File: src/rtl/seq_pkg.sv
// Shared types and helpers for the inter-layer map sequencer.
package seq_pkg;

  typedef enum logic [2:0] {
    S_IDLE,
    S_STREAM,
    S_DRAIN,
    S_FLUSH,
    S_DONE
  } seq_state_e;

  // Pixels in one square feature map.
  function automatic int pixels(input int width);
    return width * width;
  endfunction

endpackage

File: src/rtl/map_fill_counter.sv
// Fill level of one buffered feature map. Saturates at Pixels and flags a
// write that arrives when the map is already full.
module map_fill_counter
  import seq_pkg::*;
#(
  parameter int Pixels = 16,
  parameter int CW     = $clog2(Pixels + 1)
) (
  input  logic          clk,
  input  logic          res_n,
  input  logic          inc_i,
  input  logic          clr_i,
  output logic [CW-1:0] cnt_o,
  output logic          ovf_o
);

  logic [CW-1:0] cnt_q, cnt_d;
  logic          full;

  assign full  = (cnt_q == CW'(Pixels));
  // Clear wins over a same-cycle write, so that write is dropped silently.
  assign ovf_o = inc_i & full & ~clr_i;
  assign cnt_o = cnt_q;

  // Next fill level: clear, count a write, or hold when saturated.
  always_comb begin
    cnt_d = cnt_q;
    if (clr_i)              cnt_d = '0;
    else if (inc_i && !full) cnt_d = cnt_q + CW'(1);
  end

  // Fill level register.
  always_ff @(posedge clk or negedge res_n) begin
    if (!res_n) cnt_q <= '0;
    else        cnt_q <= cnt_d;
  end

endmodule

File: src/rtl/layer_sequencer.sv
// Streams buffered feature maps, one at a time, into the downstream layer and
// resets that layer between maps. Reads never overtake the map's fill level.
module layer_sequencer
  import seq_pkg::*;
#(
  parameter int  NumberOfK  = 4,
  parameter int  ImageWidth = 4,
  parameter int  Gap        = 2,
  localparam int Pixels     = pixels(ImageWidth),
  localparam int MW         = $clog2(NumberOfK),
  localparam int AW         = $clog2(Pixels)
) (
  input  logic                 clk,
  input  logic                 res_n,
  input  logic [NumberOfK-1:0] wr_valid,
  input  logic                 layer_done,
  output logic                 rd_en,
  output logic [MW-1:0]        rd_map,
  output logic [AW-1:0]        rd_addr,
  output logic                 layer_rst_n,
  output logic                 up_ready,
  output logic                 image_done,
  output logic                 err
);

  localparam int CW = $clog2(Pixels + 1);
  localparam int GW = $clog2(Gap + 1);

  seq_state_e                  state_q, state_d;
  logic [MW-1:0]               cur_map_q, cur_map_d;
  logic [CW-1:0]               rd_ptr_q, rd_ptr_d;
  logic [GW-1:0]               gap_q, gap_d;
  logic                        lrst_q;
  logic                        err_q;
  logic [NumberOfK-1:0][CW-1:0] wr_cnt;
  logic [NumberOfK-1:0]        ovf;
  logic                        clr_c;
  logic                        rd_en_c;
  logic                        done_c;

  // Writes are only accepted while up_ready; in DONE they vanish.
  assign up_ready = (state_q != S_DONE);

  for (genvar k = 0; k < NumberOfK; k++) begin : g_fill
    map_fill_counter #(
      .Pixels(Pixels),
      .CW    (CW)
    ) u_fill (
      .clk  (clk),
      .res_n(res_n),
      .inc_i(wr_valid[k] & up_ready),
      .clr_i(clr_c),
      .cnt_o(wr_cnt[k]),
      .ovf_o(ovf[k])
    );
  end

  assign rd_en       = rd_en_c;
  assign rd_map      = cur_map_q;
  assign rd_addr     = rd_ptr_q[AW-1:0];
  assign image_done  = done_c;
  assign err         = err_q;
  // lrst_q keeps the downstream layer in reset until the first edge after res_n.
  assign layer_rst_n = lrst_q & (state_q != S_FLUSH);

  // Sequencer next state, read strobe and end-of-image controls.
  always_comb begin
    state_d   = state_q;
    cur_map_d = cur_map_q;
    rd_ptr_d  = rd_ptr_q;
    gap_d     = gap_q;
    rd_en_c   = 1'b0;
    done_c    = 1'b0;
    clr_c     = 1'b0;
    case (state_q)
      S_IDLE: begin
        cur_map_d = '0;
        rd_ptr_d  = '0;
        if (|wr_valid) state_d = S_STREAM;
      end
      S_STREAM: begin
        // Registered fill level: a pixel is readable the cycle after its write.
        if (rd_ptr_q < wr_cnt[cur_map_q]) begin
          rd_en_c  = 1'b1;
          rd_ptr_d = rd_ptr_q + CW'(1);
          if (rd_ptr_q == CW'(Pixels - 1)) state_d = S_DRAIN;
        end
      end
      S_DRAIN: begin
        if (layer_done) begin
          state_d = S_FLUSH;
          gap_d   = '0;
        end
      end
      S_FLUSH: begin
        gap_d = gap_q + GW'(1);
        if (gap_q == GW'(Gap - 1)) begin
          gap_d    = '0;
          rd_ptr_d = '0;
          if (cur_map_q == MW'(NumberOfK - 1)) begin
            state_d = S_DONE;
          end else begin
            cur_map_d = cur_map_q + MW'(1);
            state_d   = S_STREAM;
          end
        end
      end
      S_DONE: begin
        done_c    = 1'b1;
        clr_c     = 1'b1;
        cur_map_d = '0;
        rd_ptr_d  = '0;
        state_d   = S_IDLE;
      end
      default: state_d = S_IDLE;
    endcase
  end

  // Sequencer state, pointers, downstream reset release and sticky error.
  always_ff @(posedge clk or negedge res_n) begin
    if (!res_n) begin
      state_q   <= S_IDLE;
      cur_map_q <= '0;
      rd_ptr_q  <= '0;
      gap_q     <= '0;
      lrst_q    <= 1'b0;
      err_q     <= 1'b0;
    end else begin
      state_q   <= state_d;
      cur_map_q <= cur_map_d;
      rd_ptr_q  <= rd_ptr_d;
      gap_q     <= gap_d;
      lrst_q    <= 1'b1;
      err_q     <= err_q | (|ovf);
    end
  end

endmodule
File: config.mk
export PLATFORM = sky130hd
export DESIGN_NAME = layer_sequencer
export DESIGN_NICKNAME = d
export VERILOG_FILES = /design/src/rtl/seq_pkg.sv /design/src/rtl/map_fill_counter.sv /design/src/rtl/layer_sequencer.sv
export SDC_FILE = /design/constraint.sdc
export NUM_CORES = 1
export LEC_CHECK = 0
export CAP_MARGIN = 5
export CORE_MARGIN = 2
export CORE_UTILIZATION = 60
export CTS_BUF_LIST = sky130_fd_sc_hd__clkbuf_8
export DETAILED_ROUTE_END_ITERATION = 16
export GPL_TIMING_DRIVEN = 0
export PLACE_DENSITY = 0.86
export SYNTH_ARGS = -nofsm -noshare
export SYNTH_HDL_FRONTEND = slang
export SYNTH_SLANG_ARGS = --single-unit
File: constraint.sdc
create_clock -name clk -period 3.9 [get_ports clk]
set_input_delay 0.78 -clock clk [delete_from_list [all_inputs] [get_ports clk]]
set_output_delay 0.78 -clock clk [all_outputs]
set_load 0.005 [all_outputs]
### After elaboration in Yosys (flattened, before gate mapping)

Cells that the tools add are included.

| storage, ports and cells | value |
|---|---|
| bits in registers | 34 |
| input port bits | 7 |
| output and inout port bits | 11 |
| logic and storage cells | 105 |

| cells by class | value |
|---|---|
| add/sub/neg operators | 7 |
| order comparisons | 2 |
| equal/unequal tests | 19 |
| mux-type cells | 29 |
| bitwise operators | 15 |
| reduce and logical (&&, ||, !) cells | 23 |

Operators with widths:

| operator | count |
|---|---|
| $mux 5 | 11 |
| $add 5x1->5 const B | 5 |
| $eq 5x5->1 const B | 4 |
| $mux 3 | 6 |
| $pmux 5 s3 | 1 |
| $and 1x1->1 | 13 |
| $ne 2x2->1 const B | 6 |
| $pmux 3 s4 | 1 |
| $reduce_bool 2->1 | 6 |
| $bmux 5 s2 | 1 |
| $mux 2 | 4 |
| $pmux 2 s2 | 2 |
| $reduce_or 4->1 | 2 |
| $eq 3x2->1 const B | 2 |
| $reduce_and 3->1 | 2 |
| $eq 5x4->1 const B | 1 |
| $lt 5x5->1 | 1 |
| $reduce_and 5->1 | 1 |
| $add 2x1->2 const B | 2 |
| $logic_and 1x1->1 | 4 |
| $logic_not 1->1 | 4 |
| $eq 3x1->1 const B | 1 |
| $eq 3x3->1 const B | 1 |
| $logic_not 3->1 | 1 |
| other kinds (11) | 13 |

### Longest topological paths before layout

Gate-level depths: netlist (run 1).

| logic depth | value |
|---|---|
| depth in word-level cells | 6 |
| mapped depth | 9 |
| gate-level depth less buffers | 8 |

### By module

A second synthesis (run 1) with hierarchy kept.

| unflattened totals | value |
|---|---|
| cells, all modules | 225 |
| area, all modules | 2,313.5 sq um |

Modules (own cells, without submodules):

| module | times used | cells an instance | area each (sq um) | sequential area each (sq um) |
|---|---|---|---|---|
| map_fill_counter | 4 | 28 | 299.0 | 125.1 |
| layer_sequencer | 1 | 113 | 1,117.3 | 350.3 |

### Worst setup path before layout (run 1)

No wires, ideal clock.

| path | value |
|---|---|
| path type | reg-to-output |
| from | register cur_map_q[1] (netlist: rd_map[1]) |
| to | output rd_en |
| arrival | 1.935 ns |
| data required time | 3.120 ns |
| setup slack | 1.185 ns |
| stages on the path, launching flop included | 8 |
| path buffers | 1 |
| cell sequence | dfrtp_1 buf_6 mux4_1 inv_1 ha_1 a21oi_1 o21ai_4 a211oi_4 |

| on the way | value |
|---|---|
| word-level cells in the longest chain between the ends | 5 |

Ends and longest elaborated chain:

| item | RTL line | text |
|---|---|---|
| start: declaration | layer_sequencer.sv:30 | `logic [MW-1:0] cur_map_q, cur_map_d;` |
| start signal: assignment | layer_sequencer.sv:130 | `cur_map_q <= cur_map_d;` |
| $bmux 5 s2 | layer_sequencer.sv:83 | `if (rd_ptr_q < wr_cnt[cur_map_q]) begin` |
| $mux 5 (implied by the code) | layer_sequencer.sv:83 |  |
| $lt 5x5->1 | layer_sequencer.sv:83 |  |
| $mux 1 | layer_sequencer.sv:83 |  |
| $mux 1 | layer_sequencer.sv:75 | `case (state_q)` |
| end: declaration | layer_sequencer.sv:17 | `output logic rd_en,` |

No other way between the ends. The select of a mux whose other input is x is not followed.

### Worst setup path after layout (run 1)

Same ends and word-level chain as after synthesis.

==> metrics.md, run 1 <==
| Metric | Value |
|---|---|
| Outcome | completed |
| Remaining DRCs | 0 |
| Die ar. | 4170 µm² |
| DR iter-0 viols | approximately 130 |
| Via Count | 1588 |
| Fin. max-slew vios | 0 |
| Total Routing Usage GR | 22.8% |
| Fin. Hold Viols | 0 |
| Setup ws final | 171 ps |
| Row count | 21 |
| Worst relative slew slack | roughly 49% |
| Initial antenna violation count | 0 |
| CORE AREA | 3420 µm² |
| Antenna-violating nets left | 0 |
| CP startpoint kind | flip-flop |
| Starting Density | between 60 and 70% |
| Tmin final | about 3700 ps |
| CTS clk-pin slew, worst paths | 70 ps |
| RSZ-0062 raised after global routing | no |
| Fmax | 268 MHz |
| Vias in the first global route | ~1600 |
| Setup Viol. Count Final | 0 |
| Cts bufs inserted | 5 |
| Drt total wl | 4160 µm |
| Die height | approximately 65 µm |
| Max_cap viols | 0 |
| # resized after CTS | 0 |
| Synth Net Count | 234 |
| DP Worst Slack | 477 ps |
| Via-to-Cell Ratio | ~5.6 |
| Period utilisation layout | a little over nine tenths |
| Worst-path maximum fanout | 8 |
| CTS tree | yes |
| First-pass GRT wire length | between 7000 and 8000 µm |
| Leakage | 1.15 nW |
| Post-synthesis cell count | 212 |
| Critical path arrival | a little under 3000 ps |
| Worst hold-check path type | flip-flop to flip-flop |
| Clk_skew | between 10 and 15 ps |
| CTS Buffer Depth | 2 |
| Synth Warn # | 0 |
| Final net count | approximately 260 |
| Clk_lat worst skew | around 290 ps |
| Drt pass-1 iters | 5 |
| Worst Setup Path Type | flip-flop to output pin |
| Io pins | 18 |
| Number of flops mapped to enable cells by yosys | 0 |
| Slowest CP cell | mux4_1 |
| Post-DP HPWL | ~3000 µm |
| CP required | ~3100 ps |
| Worst VDD drop | 0.459 mV |
| Sink Count | 34 |
| Distinct cell type count after synthesis | 52 |
| IO buf count | 17 |
| Sequential share of the synthesized area | 38.7% |
| Placer Congestion | between 0.8 and 0.9 |
| Worst path max stage delay | between 500 and 600 ps |
| Die width | ~65 µm |
| Gr ovfl total | 0 |
| Worst-Margin Slew | between 700 and 800 ps |
| Setup TNS | 0 ps |
| Share of layout cells above drive strength 1 | ~15% |
| Area of the mapped netlist | around 2200 µm² |
| Post-CTS setup buffers | 0 |
| Ys async rst share | between 90% and 100% |
| Register bit total from synthesis | 34 |
| Primary FF master, synth | dfrtp_1 |
| Post-DR wirelength/cell | around 15 µm |
| P per Cell Area | between 900 and 1000 nW/µm² |
| Average cell area after synthesis | between 10 and 15 µm² |
| CP Cell Sequence | buf_6 > mux4_1 > inv_1 > ha_1 > a21oi_1 > o21ai_4 > a211oi_4 > clkdlybuf4s50_1 |
| ANT cells | 0 |
| Root Driver | clkbuf_8 |
| Critical Path End Type | output pin |
| Largest net degree at the start of global routing | 35 |
| Area growth from synthesis to layout | 14.3% |
| Hold-fix buffers at CTS | 0 |
| # H-tree levels | 2 |
[worst max-delay path, delay by kind of cell (launching register included)]
family | cells | cell delay (ps)
adder cells (fa/ha/maj) | 1 | 250
multiplexers | 1 | 550
AO/OA/AOI/OAI | 3 | 670
flip-flops | 1 | 390
buffers and inverters | 3 | 800
[flip-flops by register name, indices dropped and copies added, names as in the netlist]
name                 cells
lrst_q                   1
err                      1
g_fill.u_fill.cnt_o     20
gap_q                    2
rd_ptr_q                 5
rd_map                   2
state_q                  3
[per-layer routing]
metal,share of wire (%),global-route usage [%],vias to the layer above
li1,-,-,786
met1,45,27.9,772
met2,50,38.2,23
met3,2.5,5.21,7
met4,1.8,10.9,0
met5,0,0,-
[cells in the mapped netlist, types with 2 or more instances]
cell / count / share of area [%]
a22o_1: 2 / 0.80
nor4bb_1: 2 / 0.91
nor2_1: 25 / 4.3
inv_1: 17 / 2.9
ha_1: 15 / 8.5
a21oi_4: 2 / 1.5
nand2b_1: 4 / 1.1
nor3_1: 2 / 0.46
nor3b_1: 2 / 0.68
and3_1: 2 / 0.57
nand4_1: 8 / 2.3
nand2_1: 11 / 1.9
nand3b_1: 3 / 1.0
xnor2_1: 4 / 1.6
mux2i_1: 5 / 2.3
o21ai_0: 7 / 1.6
a211o_1: 2 / 0.80
mux4_1: 4 / 4.8
nand3_1: 5 / 1.1
xor2_1: 10 / 4.0
dfrtp_1: 34 / 39
mux2_2: 2 / 1.0
buf_2: 4 / 0.91
a21oi_1: 5 / 1.1
buf_6: 2 / 1.0
mux2_4: 3 / 2.0
buf_4: 4 / 1.4
a22oi_1: 2 / 0.68
[cell families (layout without fill, tap and decap cells)]
| logic type | count (synthesis) | count (layout) | synth area share [%] |
|---|---|---|---|
| AOI/OAI and AO/OA | 29 | 29 | 11.3 |
| xor gates and xnor gates | 14 | 14 | 5.57 |
| adders and majority gates | 15 | 15 | 8.53 |
| buffers and inverters | 30 | 55 | 6.94 |
| DFF | 34 | 34 | 38.7 |
| muxes | 14 | 14 | 10.1 |
| other | 1 | 1 | 0.170 |
| and+or+nand+nor | 75 | 75 | 18.7 |
[cell usage in the layout (no fill, tap or decap), types with 6 or more instances in the layout]
| cell type | Yosys | layout |
|---|---|---|
| clkbuf_8 | 0 | 6 |
| inv_1 | 17 | 18 |
| nor2_1 | 25 | 25 |
| ha_1 | 15 | 15 |
| o21ai_0 | 7 | 7 |
| nand4_1 | 8 | 8 |
| nand2_1 | 11 | 11 |
| xor2_1 | 10 | 10 |
| clkdlybuf4s50_1 | 0 | 16 |
| dfrtp_1 | 34 | 34 |
[report_power, final]
group          internal, mW  total [mW]  leakage, nW  switching [mW]
sequential            0.517       0.725        0.408           0.208
clock                 0.140       0.266       0.0524           0.126
combinational         0.698        1.29        0.688           0.592
total                  1.36        2.28         1.15           0.926
[area by class of cell]
class	instances	area, µm²
well taps	46	57.6
clock inverters	2	8.76
clock buffers	6	82.6
flip-flops and latches	34	851
plain buffers	11	76.3
fillers	250	902
repair buffers	17	165
inverters	19	76.3
multi-input cells	148	1200
[worst paths after layout]
path | from | slack [ps] | to | depth (start not counted)
max | rd_map[1] | 170 | rd_en | 8
min | err | 470 | err | 1
max reg2reg | rd_map[1] | 1340 | rd_ptr_q[1] | 9
min reg2reg | err | 470 | err | 1
max in group asynchronous | res_n | 2850 | g_fill[3].u_fill.cnt_o[1] | 1
min in group asynchronous | res_n | 550 | rd_map[0] | 1
[per-stage QoR]
stage	hold WS [ps]	power (mW)	util [%]	std cells	instance area, µm²
floorplan	458	1.68	-	212	2200
global placement	448	1.96	71.1	275	2430
detailed placement	454	2.03	70.9	275	2420
CTS	472	2.30	73.6	283	2510
global route	493	2.48	73.6	283	2510
finish	467	2.28	73.6	283	2510
Power figures use the tool's default switching activity.
==> run 2, diff against run 1 <==
--- a/config.mk
+++ b/config.mk
@@ -11,7 +11,7 @@
 export CTS_BUF_LIST = sky130_fd_sc_hd__clkbuf_8
 export DETAILED_ROUTE_END_ITERATION = 16
 export GPL_TIMING_DRIVEN = 0
-export PLACE_DENSITY = 0.86
+export PLACE_DENSITY_LB_ADDON = 0.15
 export SYNTH_ARGS = -nofsm -noshare
 export SYNTH_HDL_FRONTEND = slang
 export SYNTH_SLANG_ARGS = --single-unit
==> metrics.md, run 2 (synthesized netlist as in run 1, its figures left out) <==
| Metric | Value |
|---|---|
| Outcome | completed |
| Leakage | 1.14 nW (-0.50%) |
| Routing usage on met2 | 41.1% (+3.0 points) |
| IO buf count | 17 (unchanged) |
| Critical path arrival | 2920 ps (-30 ps) |
| ANT cells | 0 (unchanged) |
| Worst-Margin Slew | 747 ps (-15.7 ps) |
| Met1 Usage GRT | 25.8% (-2.0 points) |
| Die ar. | 4170 µm² (unchanged) |
| DP Worst Slack | 509 ps (+32.0 ps) |
| Sink Count | 34 (unchanged) |
| DR iter-0 viols | 115 (-10%) |
| Final net count | 258 (unchanged) |
| Placement Cell Area | 2420 µm² (unchanged) |
| Fin. Hold Viols | 0 (unchanged) |
| Setup TNS | 0 ps (unchanged) |
| Utilization after layout | 73.2% (-0.44 points) |
| Post-CTS setup buffers | 0 (unchanged) |
| CTS Buffer Depth | 2 (unchanged) |
| Fin. max-slew vios | 0 (unchanged) |
| CTS clk-pin slew, worst paths | 60 ps (about the same) |
| Worst Setup Path Type | flip-flop to output pin |
| Commonest cells after routing, fill and taps aside | 34 x dfrtp_1, 25 x nor2_1, 19 x inv_1, 16 x clkdlybuf4s50_1, 15 x ha_1 |
| Setup Viol. Count Final | 0 (unchanged) |
| Layout fillers | 263 (+5.2%) |
| Max FFs per register | 20 (unchanged) |
| Critical Path End Type | output pin |
| Worst hold-check path type | flip-flop to flip-flop |
| First-pass GRT wire length | 7160 µm (about the same) |
| WHS | 472 ps (+5.13 ps) |
| Design area | 2500 µm² (-0.60%) |
| Cts bufs inserted | 5 (unchanged) |
| # H-tree levels | 2 (unchanged) |
| Fin cells | 282 (-0.35%) |
| Remaining DRCs | 0 (unchanged) |
| Largest net degree at the start of global routing | 35 (unchanged) |
| Io pins | 18 (unchanged) |
| CTS tree | yes |
| Worst-path maximum fanout | 8 (unchanged) |
| Row count | 21 (unchanged) |
| P per Cell Area | 905 nW/µm² (-0.33%) |
| Post-DR wirelength/cell | 14.7 µm (-0.25%) |
| Clk_skew | 3.90 ps (-7.11 ps) |
| Fmax | 270 MHz (+0.72%) |
| CP required | 3120 ps (about the same) |
| Placer Congestion | 0.801 (-6.5%) |
| Drt total wl | 4140 µm (-0.60%) |
| Max_cap viols | 0 (unchanged) |
| CP startpoint kind | flip-flop |
| Met3 Use GR | 5.56% (+0.35 points) |
| Clk_lat worst skew | 280 ps (about the same) |
| Share of layout cells above drive strength 1 | 14.0% (-0.78 points) |
| Commonest non-fill, non-tap cell in the layout | dfrtp_1 |
| Hold-fix buffers at CTS | 0 (unchanged) |
| Drt pass-1 iters | 4 (-1) |
| Total power | 2.26 mW (-0.92%) |
| Worst relative slew slack | 50.2% (+1.0 points) |
| Placed Instances | 275 (unchanged) |
| Setup ws final | 198 ps (+26.8 ps) |
| # resized after CTS | 0 (unchanged) |
| Die height | 64.5 µm (unchanged) |
| Total Routing Usage GR | 22.8% (about the same) |
| CORE AREA | 3420 µm² (unchanged) |
| Worst VDD drop | 0.446 mV (-2.7%) |
| Gr ovfl total | 0 (unchanged) |
| Via Count | 1643 (+3.5%) |
| Starting Density | 64.4% (unchanged) |
| Tmin final | 3700 ps (-26.8 ps) |
| Via-to-Cell Ratio | 5.83 (+3.8%) |
| Initial antenna violation count | 0 (unchanged) |
| Period utilisation layout | 94.9% (-0.69 points) |
| Vias in the first global route | 1682 (+6.1%) |
| Die width | 64.5 µm (unchanged) |
| RSZ-0062 raised after global routing | no |
| Area growth from synthesis to layout | 13.6% |
| Antenna-violating nets left | 0 (unchanged) |
| Post-DP HPWL | 3130 µm (+1.4%) |
| Root Driver | clkbuf_8 |
| GRT Max-Usage Layer | met2 |
-- run 2: changes by cell type in the layout (fill, tap and decap cells not counted) --
cell	change
clkbuf_8	-1
clkinv_2	-1
inv_1	+1
-- run 2: worst max-delay path: stages, from the launching register on --
cell             delay, ps
dfrtp_1                390
buf_6                  160
mux4_1                 540
inv_1                   80
ha_1                   250
a21oi_1                260
o21ai_4                120
a211oi_4               290
clkdlybuf4s50_1        550
-- run 2: power by group --
group	internal [mW]	total (mW)	switching [mW]
clock network	0.117	0.235	0.118
registers	0.518	0.717	0.199
logic	0.703	1.31	0.605
-- run 2: layer usage --
layer  routed length (µm)  part of all wire, %
met3                  194                  4.7
met5                    0                    0
met2                 2180                   53
met4                   70                  1.7
met1                 1700                   41
-- run 2: layout make-up --
cell class | count | area [µm²] | share of cell area [%]
Multi-Input combinational cell | 148 | 1200 | 47.9
Inverter | 19 | 76.3 | 3.05
Sequential cell | 34 | 851 | 34.1
Tap cell | 46 | 57.6 | 2.30
Buffer | 11 | 76.3 | 3.05
Clock buffer | 5 | 68.8 | 2.75
Clock inverter | 2 | 7.51 | 0.300
Timing Repair Buffer | 17 | 165 | 6.61
-- run 2: worst paths after layout --
kind	startpoint	endpoint	slack, ps	cells past startpoint
setup / recovery	rd_map[1]	rd_en	200	8
hold / removal	err	err	470	1
setup reg to reg	rd_map[1]	rd_ptr_q[4]	1390	9
hold reg to reg	err	err	470	1
max in group asynchronous	res_n	g_fill[2].u_fill.cnt_o[2]	2870	1
min in group asynchronous	res_n	rd_ptr_q[1]	560	1
